--- config.mk ---
export PLATFORM = sky130hd
export DESIGN_NAME = pattern_generator
export DESIGN_NICKNAME = d
export VERILOG_FILES = /design/src/rtl/pattern_gen_pkg.sv /design/src/rtl/rotate_reg.sv /design/src/rtl/pattern_generator.sv
export SDC_FILE = /design/constraint.sdc
export NUM_CORES = 1
export LEC_CHECK = 0
export ABC_AREA = 0
export CELL_PAD_IN_SITES_DETAIL_PLACEMENT = 1
export CELL_PAD_IN_SITES_GLOBAL_PLACEMENT = 1
export CORE_MARGIN = 2
export CORE_UTILIZATION = 45
export CTS_BUF_LIST = sky130_fd_sc_hd__clkbuf_8
export DETAILED_ROUTE_END_ITERATION = 7
export HOLD_SLACK_MARGIN = 0.08
export PLACE_DENSITY_LB_ADDON = 0.2
export RECOVER_POWER = 100
export SLEW_MARGIN = 20
export SYNTH_ARGS = -nofsm -noshare
export SYNTH_HDL_FRONTEND = slang
export SYNTH_SLANG_ARGS = --single-unit
--- constraint.sdc ---
create_clock -name CLK -period 3.9 [get_ports CLK]
set_input_delay 0.39 -clock CLK [delete_from_list [all_inputs] [get_ports CLK]]
set_output_delay 0.39 -clock CLK [all_outputs]
set_load 0.02 [all_outputs]
--- src/rtl/pattern_gen_pkg.sv ---
//------------------------------------------------------------------------------
// pattern_gen_pkg : shared encodings for the serial pattern generator
// Rev 1.0
//------------------------------------------------------------------------------
`default_nettype none

package pattern_gen_pkg;

  localparam logic [1:0] MODE_ROTATE  = 2'd0;
  localparam logic [1:0] MODE_ONESHOT = 2'd1;
  localparam logic [1:0] MODE_REPEAT  = 2'd2;

  localparam logic DIR_MSB_FIRST = 1'b0;
  localparam logic DIR_LSB_FIRST = 1'b1;

  typedef enum logic {
    ST_IDLE = 1'b0,
    ST_RUN  = 1'b1
  } state_t;

endpackage

`default_nettype wire

--- src/rtl/rotate_reg.sv ---
//------------------------------------------------------------------------------
// rotate_reg : WIDTH-bit parallel-load bidirectional rotate register
// Rev 1.0
//------------------------------------------------------------------------------
`default_nettype none

module rotate_reg
  import pattern_gen_pkg::*;
#(
  parameter int WIDTH = 16
) (
  input  logic             clk,
  input  logic             rst,
  input  logic             load,
  input  logic [WIDTH-1:0] load_value,
  input  logic             dir,
  input  logic             shift_en,
  output logic             head,
  output logic             next_head
);

  logic [WIDTH-1:0] reg_q;
  logic [WIDTH-1:0] reg_d;

  always_comb begin
    reg_d = reg_q;
    if (load) begin
      reg_d = load_value;
    end else if (shift_en) begin
      if (dir == DIR_LSB_FIRST) begin
        reg_d = {reg_q[0], reg_q[WIDTH-1:1]};
      end else begin
        reg_d = {reg_q[WIDTH-2:0], reg_q[WIDTH-1]};
      end
    end
  end

  always_ff @(posedge clk or posedge rst) begin
    if (rst) begin
      reg_q <= '0;
    end else begin
      reg_q <= reg_d;
    end
  end

  // next_head is what head becomes after one rotation in the current direction
  assign head      = (dir == DIR_LSB_FIRST) ? reg_q[0] : reg_q[WIDTH-1];
  assign next_head = (dir == DIR_LSB_FIRST) ? reg_q[1] : reg_q[WIDTH-2];

endmodule

`default_nettype wire

--- src/rtl/pattern_generator.sv ---
//------------------------------------------------------------------------------
// pattern_generator : serial pattern generator with rotate/oneshot/repeat modes
// Rev 1.0
//------------------------------------------------------------------------------
`default_nettype none

module pattern_generator
  import pattern_gen_pkg::*;
#(
  parameter int WIDTH = 16,
  parameter int CNT_W = 8
) (
  input  logic                     CLK,
  input  logic                     RST,
  input  logic                     LOAD,
  input  logic [WIDTH-1:0]         LOADED_VALUE,
  input  logic [1:0]               MODE,
  input  logic                     DIR,
  input  logic [CNT_W-1:0]         REPEAT,
  input  logic                     EN,
  output logic                     OUT,
  output logic                     BUSY,
  output logic                     DONE,
  output logic [$clog2(WIDTH)-1:0] BIT_IDX
);

  localparam int IDX_W = $clog2(WIDTH);
  localparam logic [IDX_W-1:0] C_LAST_IDX = IDX_W'(WIDTH - 1);

  state_t           state_q, state_d;
  logic             out_q, out_d;
  logic             done_q, done_d;
  logic [IDX_W-1:0] bit_idx_q, bit_idx_d;
  logic [CNT_W-1:0] pass_q, pass_d;
  logic [1:0]       mode_q, mode_d;
  logic             dir_q, dir_d;
  logic [CNT_W-1:0] rep_q, rep_d;

  logic             advance;
  logic             head_unused;
  logic             next_head;
  logic [CNT_W-1:0] rep_max;

  assign advance = (state_q == ST_RUN) && EN && !LOAD;
  assign rep_max = (rep_q == '0) ? CNT_W'(1) : rep_q;

  rotate_reg #(
    .WIDTH (WIDTH)
  ) u_rotate_reg (
    .clk        (CLK),
    .rst        (RST),
    .load       (LOAD),
    .load_value (LOADED_VALUE),
    .dir        (dir_q),
    .shift_en   (advance),
    .head       (head_unused),
    .next_head  (next_head)
  );

  always_comb begin
    state_d   = state_q;
    out_d     = out_q;
    done_d    = 1'b0;
    bit_idx_d = bit_idx_q;
    pass_d    = pass_q;
    mode_d    = mode_q;
    dir_d     = dir_q;
    rep_d     = rep_q;

    if (LOAD) begin
      // LOAD wins over any end-of-run on the same edge, so no DONE here
      state_d   = ST_RUN;
      mode_d    = MODE;
      dir_d     = DIR;
      rep_d     = REPEAT;
      out_d     = (DIR == DIR_MSB_FIRST) ? LOADED_VALUE[WIDTH-1] : LOADED_VALUE[0];
      bit_idx_d = '0;
      pass_d    = CNT_W'(1);
    end else if (advance) begin
      if (bit_idx_q != C_LAST_IDX) begin
        bit_idx_d = bit_idx_q + IDX_W'(1);
        out_d     = next_head;
      end else begin
        bit_idx_d = '0;
        out_d     = next_head;
        case (mode_q)
          MODE_ROTATE: begin
          end
          MODE_REPEAT: begin
            if (pass_q < rep_max) begin
              pass_d = pass_q + CNT_W'(1);
            end else begin
              state_d = ST_IDLE;
              out_d   = 1'b0;
              done_d  = 1'b1;
            end
          end
          MODE_ONESHOT, 2'd3: begin
            state_d = ST_IDLE;
            out_d   = 1'b0;
            done_d  = 1'b1;
          end
          default: begin
          end
        endcase
      end
    end
  end

  always_ff @(posedge CLK or posedge RST) begin
    if (RST) begin
      state_q   <= ST_IDLE;
      out_q     <= 1'b0;
      done_q    <= 1'b0;
      bit_idx_q <= '0;
      pass_q    <= '0;
      mode_q    <= MODE_ROTATE;
      dir_q     <= DIR_MSB_FIRST;
      rep_q     <= '0;
    end else begin
      state_q   <= state_d;
      out_q     <= out_d;
      done_q    <= done_d;
      bit_idx_q <= bit_idx_d;
      pass_q    <= pass_d;
      mode_q    <= mode_d;
      dir_q     <= dir_d;
      rep_q     <= rep_d;
    end
  end

  assign OUT     = out_q;
  assign BUSY    = (state_q == ST_RUN);
  assign DONE    = done_q;
  assign BIT_IDX = bit_idx_q;

endmodule

`default_nettype wire

======== Word level (Yosys, flattened, before mapping) ========
Index checks and enable logic that the tools add are counted.
operators by class
  $add $sub $neg .......................... 2
  multiply operators ...................... 0
  divide/modulo/power cells ............... 0
  $lt $le $gt $ge ......................... 1
  equal/unequal tests ..................... 6
  shift operators ......................... 0
  muxes and demuxes ....................... 29
  bitwise operators ....................... 0
  reductions and logical operators ........ 11
operators by type and width
  kind                 count
  $mux 16              3
  $mux 8               6
  $mux 1               14
  $mux 4               3
  $add 8x1->8 const B  1
  $logic_not 8->1      1
  $lt 8x8->1           1
  $reduce_and 4->1     2
  $pmux 1 s2           3
  $reduce_bool 2->1    3
  $add 4x1->4 const B  1
  $eq 2x2->1 const B   2
  $ne 4x4->1 const B   1
  $ne 3x3->1 const B   1
  $reduce_bool 3->1    1
  $eq 2x1->1 const B   1
  $logic_and 1x1->1    2
  $ne 2x2->1 const B   1
  $reduce_or 2->1      1
  $logic_not 1->1      1
word-level totals
  flip-flop bits (word level) ............. 42
  bits in latches ......................... 0
  RAM bits ................................ 0
  bits in read-only memories .............. 0
  input bits .............................. 31
  output and inout port bits .............. 7
  memories kept ........................... 0

======== Longest topological paths before layout ========
Gate-level depths: netlist of run 1.
  depth after elaboration ................. 8
  depth in mapped cells ................... 8
  depth with buffers taken out ............ 7

======== Modules after synthesis ========
A second synthesis of run 1 with hierarchy kept.
unflattened totals
  cell total of the unflattened synthesis .. 242
  area, all modules ....................... 2372.3 sq um
modules (own cells, without submodules)
  module             times used  cells each  area an instance (sq um)  sequential area each (sq um)
  pattern_generator  1           149         1436.4                    650.6
  rotate_reg         1           93          935.9                     400.4

======== Least setup slack after synthesis of run 1 ========
No wires, ideal clock.
  path type ............................... reg2reg
  start point ............................. reg pass_q[2]
  end point ............................... reg pass_q[7]
  library setup time ...................... 0.078 ns
  arrival time ............................ 1.954 ns
  setup slack ............................. 1.868 ns
  cell stages (with the launch flop) ...... 7
  clock period less this slack ............ 2.032 ns
  cell sequence ........................... dfrtp_1 -> ha_1 -> a211oi_2 -> nand3_1 -> a31o_1 -> or4_1 -> a21oi_1
between the ends
  longest elaborated chain between the ends .. 6
ends and longest elaborated chain
  what                    line                      source
  start, declared         pattern_generator.sv:34   logic [CNT_W-1:0] pass_q, pass_d;
  start signal, assigned  pattern_generator.sv:125  pass_q <= pass_d;
  $add 8x1->8             pattern_generator.sv:91   pass_d = pass_q + CNT_W'(1);
  $mux 8                  pattern_generator.sv:90   if (pass_q < rep_max) begin
  $mux 8                  pattern_generator.sv:86   case (mode_q)
  $mux 8                  pattern_generator.sv:80   if (bit_idx_q != C_LAST_IDX) begin
  $mux 8                  pattern_generator.sv:79   end else if (advance) begin
  $mux 8                  pattern_generator.sv:70   if (LOAD) begin
Several ways; a longest one is shown, not always the timed one. The select of a mux whose other input is x is not followed.
A chain may end at the register's enable or synchronous reset.

======== Worst setup path in the final report of run 1 ========
  start point ............................. in LOAD
  end point ............................... reg mode_q[1]
RTL lines
  what                  line                      source
  start, declared       pattern_generator.sv:15   input logic LOAD,
  end signal, assigned  pattern_generator.sv:126  mode_q <= mode_d;
  end, declared         pattern_generator.sv:35   logic [1:0] mode_q, mode_d;
No word-level cell between the ends.

==> results of run 1 <==
[metrics by stage]
stage	cell area, µm²	hold slack, ns	setup WS, ns
final	2780	0.519	1.35
after global routing	2780	0.554	1.12
after CTS	2780	0.517	1.57
after detailed placement	2670	0.499	1.58
after global placement	2670	0.501	1.70
after floorplan	2260	0.473	1.87
[critical path, cell delays in order]
cell      delay, ns
clkbuf_1       1.39
clkbuf_1       0.54
mux2_2         0.40
[logic make-up after synthesis]
family	after synthesis	synth area share, %
compound gates	72	17.6
xor+xnor	1	0.387
fa+ha+maj	9	4.98
buf+inv	24	4.15
flops	42	46.4
mux	20	9.07
simple gates	85	17.4
[synth_stat cells, types with 4 or more instances]
master / instances / area share (%)
dfrtp_1: 42 / 46
nand2_1: 33 / 5.5
o21ai_0: 30 / 6.6
a21oi_1: 29 / 6.4
nor2_1: 26 / 4.3
mux2i_1: 16 / 7.1
clkbuf_1: 11 / 1.8
inv_1: 10 / 1.7
ha_1: 9 / 5.0
nand3_1: 8 / 1.8
mux2_2: 4 / 2.0
o31ai_1: 4 / 1.3
or4_1: 4 / 1.3
[cell type report]
| class | instances | area, µm² | area share [%] |
|---|---|---|---|
| clock buffer | 8 | 110 | 3.97 |
| inverter | 10 | 37.5 | 1.35 |
| multi-input combinational | 187 | 1120 | 40.4 |
| sequential | 42 | 1050 | 37.9 |
| tap | 67 | 83.8 | 3.02 |
| timing repair buffer | 39 | 372 | 13.4 |
[registers in the layout (all words and copies together) (netlist names)]
name,cells
u_rotate_reg.reg_q,16
pass_q,8
rep_q,8
BIT_IDX,4
mode_q,2
BUSY,1
DONE,1
OUT,1
dir_q,1
[per-layer routing]
metal | up-vias | track usage (%)
met5 | - | 0
met1 | 995 | 28.9
met4 | 0 | 6.94
met2 | 37 | 36.7
met3 | 7 | 3.35
li1 | 954 | -
[worst min-delay path by stage]
| stage | start | end |
|---|---|---|
| final | rep_q[0] | rep_q[0] |
| after global placement | rep_q[0] | rep_q[0] |
| after detailed placement | rep_q[0] | rep_q[0] |
| after floorplan | rep_q[0] | rep_q[0] |
| after CTS | rep_q[0] | rep_q[0] |
| after global routing | rep_q[0] | rep_q[0] |
[power by group through the flow]
stage	sequential, µW	clock [µW]	combinational, µW
floorplan	497	0	106
global placement	509	0	153
detailed placement	511	0	161
CTS	502	335	163
global route	507	356	180
finish	502	331	159
==> qor.csv, run 1 <==
stage,metric,value,unit
synth,synth_area,2260,µm²
synth,syn_nets,293,
drt,dr_wl_met2,2.69,mm
floorplan,core_area,4790,µm²
cells_and_area,nNetsFinal,325,
power,seqPwrFrac,50.6,%
synth,syn_inst,253,
cells_and_area,n_antenna_cell,0,
placed_design,io_buffers,37,
worst_setup_path,worstSetupPathType,input pin to register,
clock_network,clk_path_buf_depth,2,
drt,wl_met1,2.60,mm
clock_network,clkTransAtPathRegs,0.08,ns
worst_setup_path,reg2reg_to,pass_q[7],
power,power_frac_comb,16.1,%
run,cap_viol_max_count,1,
cells_and_area,drive_gt1_share,5.94,%
drt,initialDrtViolationCount,112,
sta,fin_setup_tns,0,ns
worst_setup_path,critical_path.endpoint_type,register,
clock_network,htreeDepth,2,
cells_and_area,area_growth,22.6,%
synth,synth_seq_area_share,46.4,%
power,swShare,27.1,%
floorplan,die_height,74.9,µm
clock_network,cts_repair_resize_count,0,
floorplan,die-area,5610,µm²
clock_network,cts_buffers,5,
clock_network,cts_tree,done,
cells_and_area,final_cell_mix,"dfrtp_1, nand2_1, o21ai_0",
floorplan,start_util,47.3,%
global_route,grt_antenna_before_repair,0,
power,switching_power,269,µW
drt,vias_per_cell,5.65,
sta,relSlewSlack,-31.7,%
cells_and_area,layout_commonest_cell,dfrtp_1,
sta,worst_pin_slew,1.98,ns
cells_and_area,fillCellCount,586,
worst_setup_path,endpoint,mode_q[1],
synth,synthDistinctLibCells,30,
hold_path,hold_class,register to register,
drt,first_pass_iters,4,
worst_setup_path,reg2reg_slack,1.54,ns
drt,routed-via-count,1993,
status,violations,"capacitance limit, slew limit",
worst_setup_path,cp-startpoint,LOAD,
sta,fin_skew,0.00806,ns
global_route,grt_use_total,21.8,%
worst_setup_path,worstRegToRegCells,6,
worst_setup_path,cp-start-kind,input pin,
clock_network,root_buffer,clkbuf_8,
sta,finalCritPeriodShare,65.4,%
sta,final.min_clock_period,2.55,ns
global_route,grt_pass1_vias,2001,
drt,routed_wl,5.51,mm
power,p_leak,0.00119,µW
floorplan,rows,25,
clock_network,postCtsHoldBufs,0,
worst_setup_path,rr_startpoint,pass_q[5],
hold_path,holdPathStages,1,
global_route,grt_pass1_wl,9.40,mm
sta,final-setup-viol-count,0,
power,clockPowerShare,33.4,%
synth,syn_avg_cell_area,8.95,µm²
worst_setup_path,cp_max_fo,54,
status,status,"complete, but fails checks",
clock_network,worst_skew_pair.late_latency,0.30,ns
sta,finalHoldViolations,0,
sta,fmax,0.392,GHz
synth,synth-main-ff-cell,dfrtp_1,
power,internal_power,724,µW
cells_and_area,final_cells,353,
drt,ant_nets,0,
drt,highest_layer,met4,
synth,synth_seq_cells,42,
sta,drv_slew,55,
synth,ys_warn_count,0,
floorplan,fp.dieW,74.9,µm
synth,async_flop_share,100,%
placed_design,post-dp-hpwl,3.95,mm
synth,synth_edf_count,0,
clock_network,cts_setup_buffers,0,
power,ir_worst_vdd,0.194,mV
worst_setup_path,arrival,2.73,ns
power,powerDensity,358,nW/µm²
worst_setup_path,cp_data_required_time,4.08,ns
global_route,grt_max_degree,55,
global_route,globalRouteOverflowTotal,0,
drt,dr_wl_met3,158,µm
placed_design,place_congestion,0.788,
floorplan,io_pins,38,
drt,post-route-drc-count,0,
drt,post_drt_wl_per_cell,15.6,µm
power,p_total,992,µW
placed_design,post-place-cells,345,
cells_and_area,finish.utilization,58.0,%
clock_network,cts.sinks,42,
sta,rsz0062_at_grt,false,
Note: power is estimated with default switching activity, not from simulation.
==> inputs of run 2 (changes only) <==
--- a/config.mk
+++ b/config.mk
@@ -9,7 +9,7 @@
 export CELL_PAD_IN_SITES_DETAIL_PLACEMENT = 1
 export CELL_PAD_IN_SITES_GLOBAL_PLACEMENT = 1
 export CORE_MARGIN = 2
-export CORE_UTILIZATION = 45
+export CORE_UTILIZATION = 41
 export CTS_BUF_LIST = sky130_fd_sc_hd__clkbuf_8
 export DETAILED_ROUTE_END_ITERATION = 7
 export HOLD_SLACK_MARGIN = 0.08
==> constraint.sdc (replaced) <==
create_clock -name CLK -period 2.5 [get_ports CLK]
set_input_delay 0.25 -clock CLK [delete_from_list [all_inputs] [get_ports CLK]]
set_output_delay 0.25 -clock CLK [all_outputs]
set_load 0.02 [all_outputs]
==> run 2 against run 1 <==
Effect of this change: sequential share of layout area up 0.10 points; wire length down 5.7%; via count fell by 2.7%; die area grew 9.2%; the flow now finishes without violations; sequential power up 54%; clock power grew 24%.
==> qor.csv, run 2 (synthesized netlist as in run 1, its figures left out) <==
stage,metric,value,unit,change
power,clockPowerShare,28.5,%,-4.9 points
placed_design,post-place-cells,354,,+2.6%
worst_setup_path,path_cells,ha_1 -> a211oi_2 -> nand3_1 -> a31o_1 -> or4_1 -> a21oi_1,,
drt,post-route-drc-count,0,,unchanged
power,ir_worst_vdd,0.267,mV,+38%
sta,relSlewSlack,29.6,%,+61 points
clock_network,clkTransAtPathRegs,0.08,ns,about the same
sta,rsz0062_at_grt,false,,
worst_setup_path,cp_slowest_cell,or4_1,,
hold_path,min_to,BIT_IDX[2],,
cells_and_area,final_cell_mix,"dfrtp_1, nand2_1, o21ai_0",,
drt,routed_wl,5.20,mm,-5.7%
sta,worst_pin_slew,1.06,ns,-0.919 ns
placed_design,place_congestion,0.757,,-3.9%
worst_setup_path,cpPeakStageDelay,0.55,ns,-0.84 ns
power,internal_power,1030,µW,+43%
cells_and_area,nNetsFinal,329,,+1.2%
floorplan,fp.dieW,78.3,µm,+4.5%
sta,fin_setup_tns,0,ns,unchanged
sta,finalCritPeriodShare,94.1,%,
global_route,globalRouteOverflowTotal,0,,unchanged
worst_setup_path,reg2reg_to,pass_q[7],,
floorplan,core_area,5410,µm²,+13%
power,p_leak,0.00120,µW,+0.54%
drt,post_drt_wl_per_cell,14.4,µm,-7.8%
global_route,grt_pass1_vias,1941,,-3.0%
hold_path,holdPathStages,2,,+1
sta,final.min_clock_period,2.35,ns,
worst_setup_path,rr_startpoint,pass_q[2],,
clock_network,cts_buffers,5,,unchanged
cells_and_area,finish.utilization,51.2,%,-6.8 points
status,status,finished clean,,
drt,routed-via-count,1939,,-2.7%
cells_and_area,largest_register_ffs,16,,unchanged
power,swShare,28.0,%,+0.85 points
clock_network,cts_setup_buffers,0,,unchanged
sta,drv_slew,0,,-100%
placed_design,post-dp-hpwl,3.76,mm,-4.8%
worst_setup_path,cp-start-kind,register,,
hold_path,hold_class,input pin to register,,
clock_network,postCtsHoldBufs,0,,unchanged
clock_network,cts.sinks,42,,unchanged
floorplan,die_height,78.3,µm,+4.5%
global_route,grt_max_degree,43,,-22%
cells_and_area,final_cells,361,,+2.3%
run,cap_viol_max_count,0,,-1
cells_and_area,layout_commonest_cell,dfrtp_1,,
worst_setup_path,worstRegToRegCells,6,,unchanged
cells_and_area,n_antenna_cell,0,,unchanged
cells_and_area,largestRegisters,"u_rotate_reg.reg_q: 16 flops, pass_q: 8 flops, rep_q: 8 flops",,
sta,fmax,0.425,GHz,
global_route,grt_antenna_before_repair,0,,unchanged
drt,initialDrtViolationCount,48,,-57%
worst_setup_path,reg2reg_slack,0.15,ns,-1.39 ns
power,p_total,1430,µW,+45%
floorplan,io_pins,38,,unchanged
global_route,grt_use_total,18.2,%,-3.6 points
clock_network,clk_path_buf_depth,2,,unchanged
clock_network,cts_tree,done,,
power,power_frac_comb,17.5,%,+1.4 points
sta,fin_skew,0.00541,ns,-0.00265 ns
cells_and_area,regMostFlops,u_rotate_reg.reg_q,,
clock_network,root_buffer,clkbuf_8,,
drt,first_pass_iters,4,,unchanged
sta,finalHoldViolations,0,,unchanged
worst_setup_path,worstSetupPathType,register to register,,
drt,vias_per_cell,5.37,,-4.9%
floorplan,die-area,6130,µm²,+9.2%
hold_path,hold_start,LOAD,,
sta,final-setup-viol-count,0,,unchanged
power,powerDensity,518,nW/µm²,+45%
worst_setup_path,cp_data_required_time,2.72,ns,-1.36 ns
floorplan,start_util,41.9,%,-5.4 points
worst_setup_path,arrival,2.57,ns,-0.16 ns
clock_network,htreeDepth,2,,unchanged
cells_and_area,drive_gt1_share,5.88,%,-0.062 points
power,seqPwrFrac,54.0,%,+3.4 points
clock_network,cts_repair_resize_count,0,,unchanged
drt,ant_nets,0,,unchanged
worst_setup_path,cp_max_fo,14,,-74%
clock_network,worst_skew_pair.late_latency,0.30,ns,about the same
floorplan,rows,27,,+8.0%
power,switching_power,401,µW,+49%
placed_design,io_buffers,37,,unchanged
sta,hold_ws,0.475,ns,-0.0441 ns
worst_setup_path,critical_path.endpoint_type,register,,
cells_and_area,area_growth,22.3,%,
global_route,grt_pass1_wl,8.79,mm,-6.5%
==> run 2: area by class of cell <==
type | instances | area, µm²
clock buffer | 5 | 68.8
clock inverter | 2 | 7.51
tap | 72 | 90.1
inverter | 10 | 37.5
sequential | 42 | 1050
timing repair buffer | 43 | 394
fill | 646 | 2640
multi-input combinational | 187 | 1120
==> run 2: worst max path at each step <==
stage                   start  cells past startpoint   endpoint
detailed placement  pass_q[2]                      6  pass_q[7]
global route        pass_q[2]                      6  pass_q[7]
finish              pass_q[2]                      6  pass_q[7]
CTS                 pass_q[2]                      6  pass_q[7]
global placement    pass_q[2]                      6  pass_q[7]
floorplan           pass_q[2]                      6  pass_q[7]
==> run 2: routing by layer <==
metal	wire length (µm)	global-route usage, %	up-vias	share of wire, %
met5	0	0	-	0
met4	55	5.26	0	1.1
met3	168	4.25	7	3.2
met2	2530	31.6	32	49
met1	2450	22.5	940	47
li1	-	-	960	-
==> run 2: through the flow <==
stage | area (µm²) | setup slack (ns)
2_1_floorplan | 2260 | 0.468
3_3_place_gp | 2710 | 0.246
3_5_place_dp | 2710 | 0.153
4_1_cts | 2780 | 0.153
5_1_grt | 2770 | 0.00335
6_report | 2770 | 0.147
==> run 2: power groups by stage <==
| stage | clock (µW) | sequential, µW | combinational, µW |
|---|---|---|---|
| floorplan | 0 | 775 | 166 |
| global placement | 0 | 786 | 253 |
| detailed placement | 0 | 789 | 261 |
| CTS | 427 | 775 | 262 |
| global route | 448 | 782 | 285 |
| finish | 409 | 775 | 251 |
==> run 2: worst max-delay path, delay by kind of cell, from the launching register on <==
| family | cells | cell delay (ns) |
|---|---|---|
| compound gates | 3 | 0.79 |
| fa+ha+maj | 1 | 0.35 |
| flops | 1 | 0.45 |
| simple gates | 2 | 0.68 |
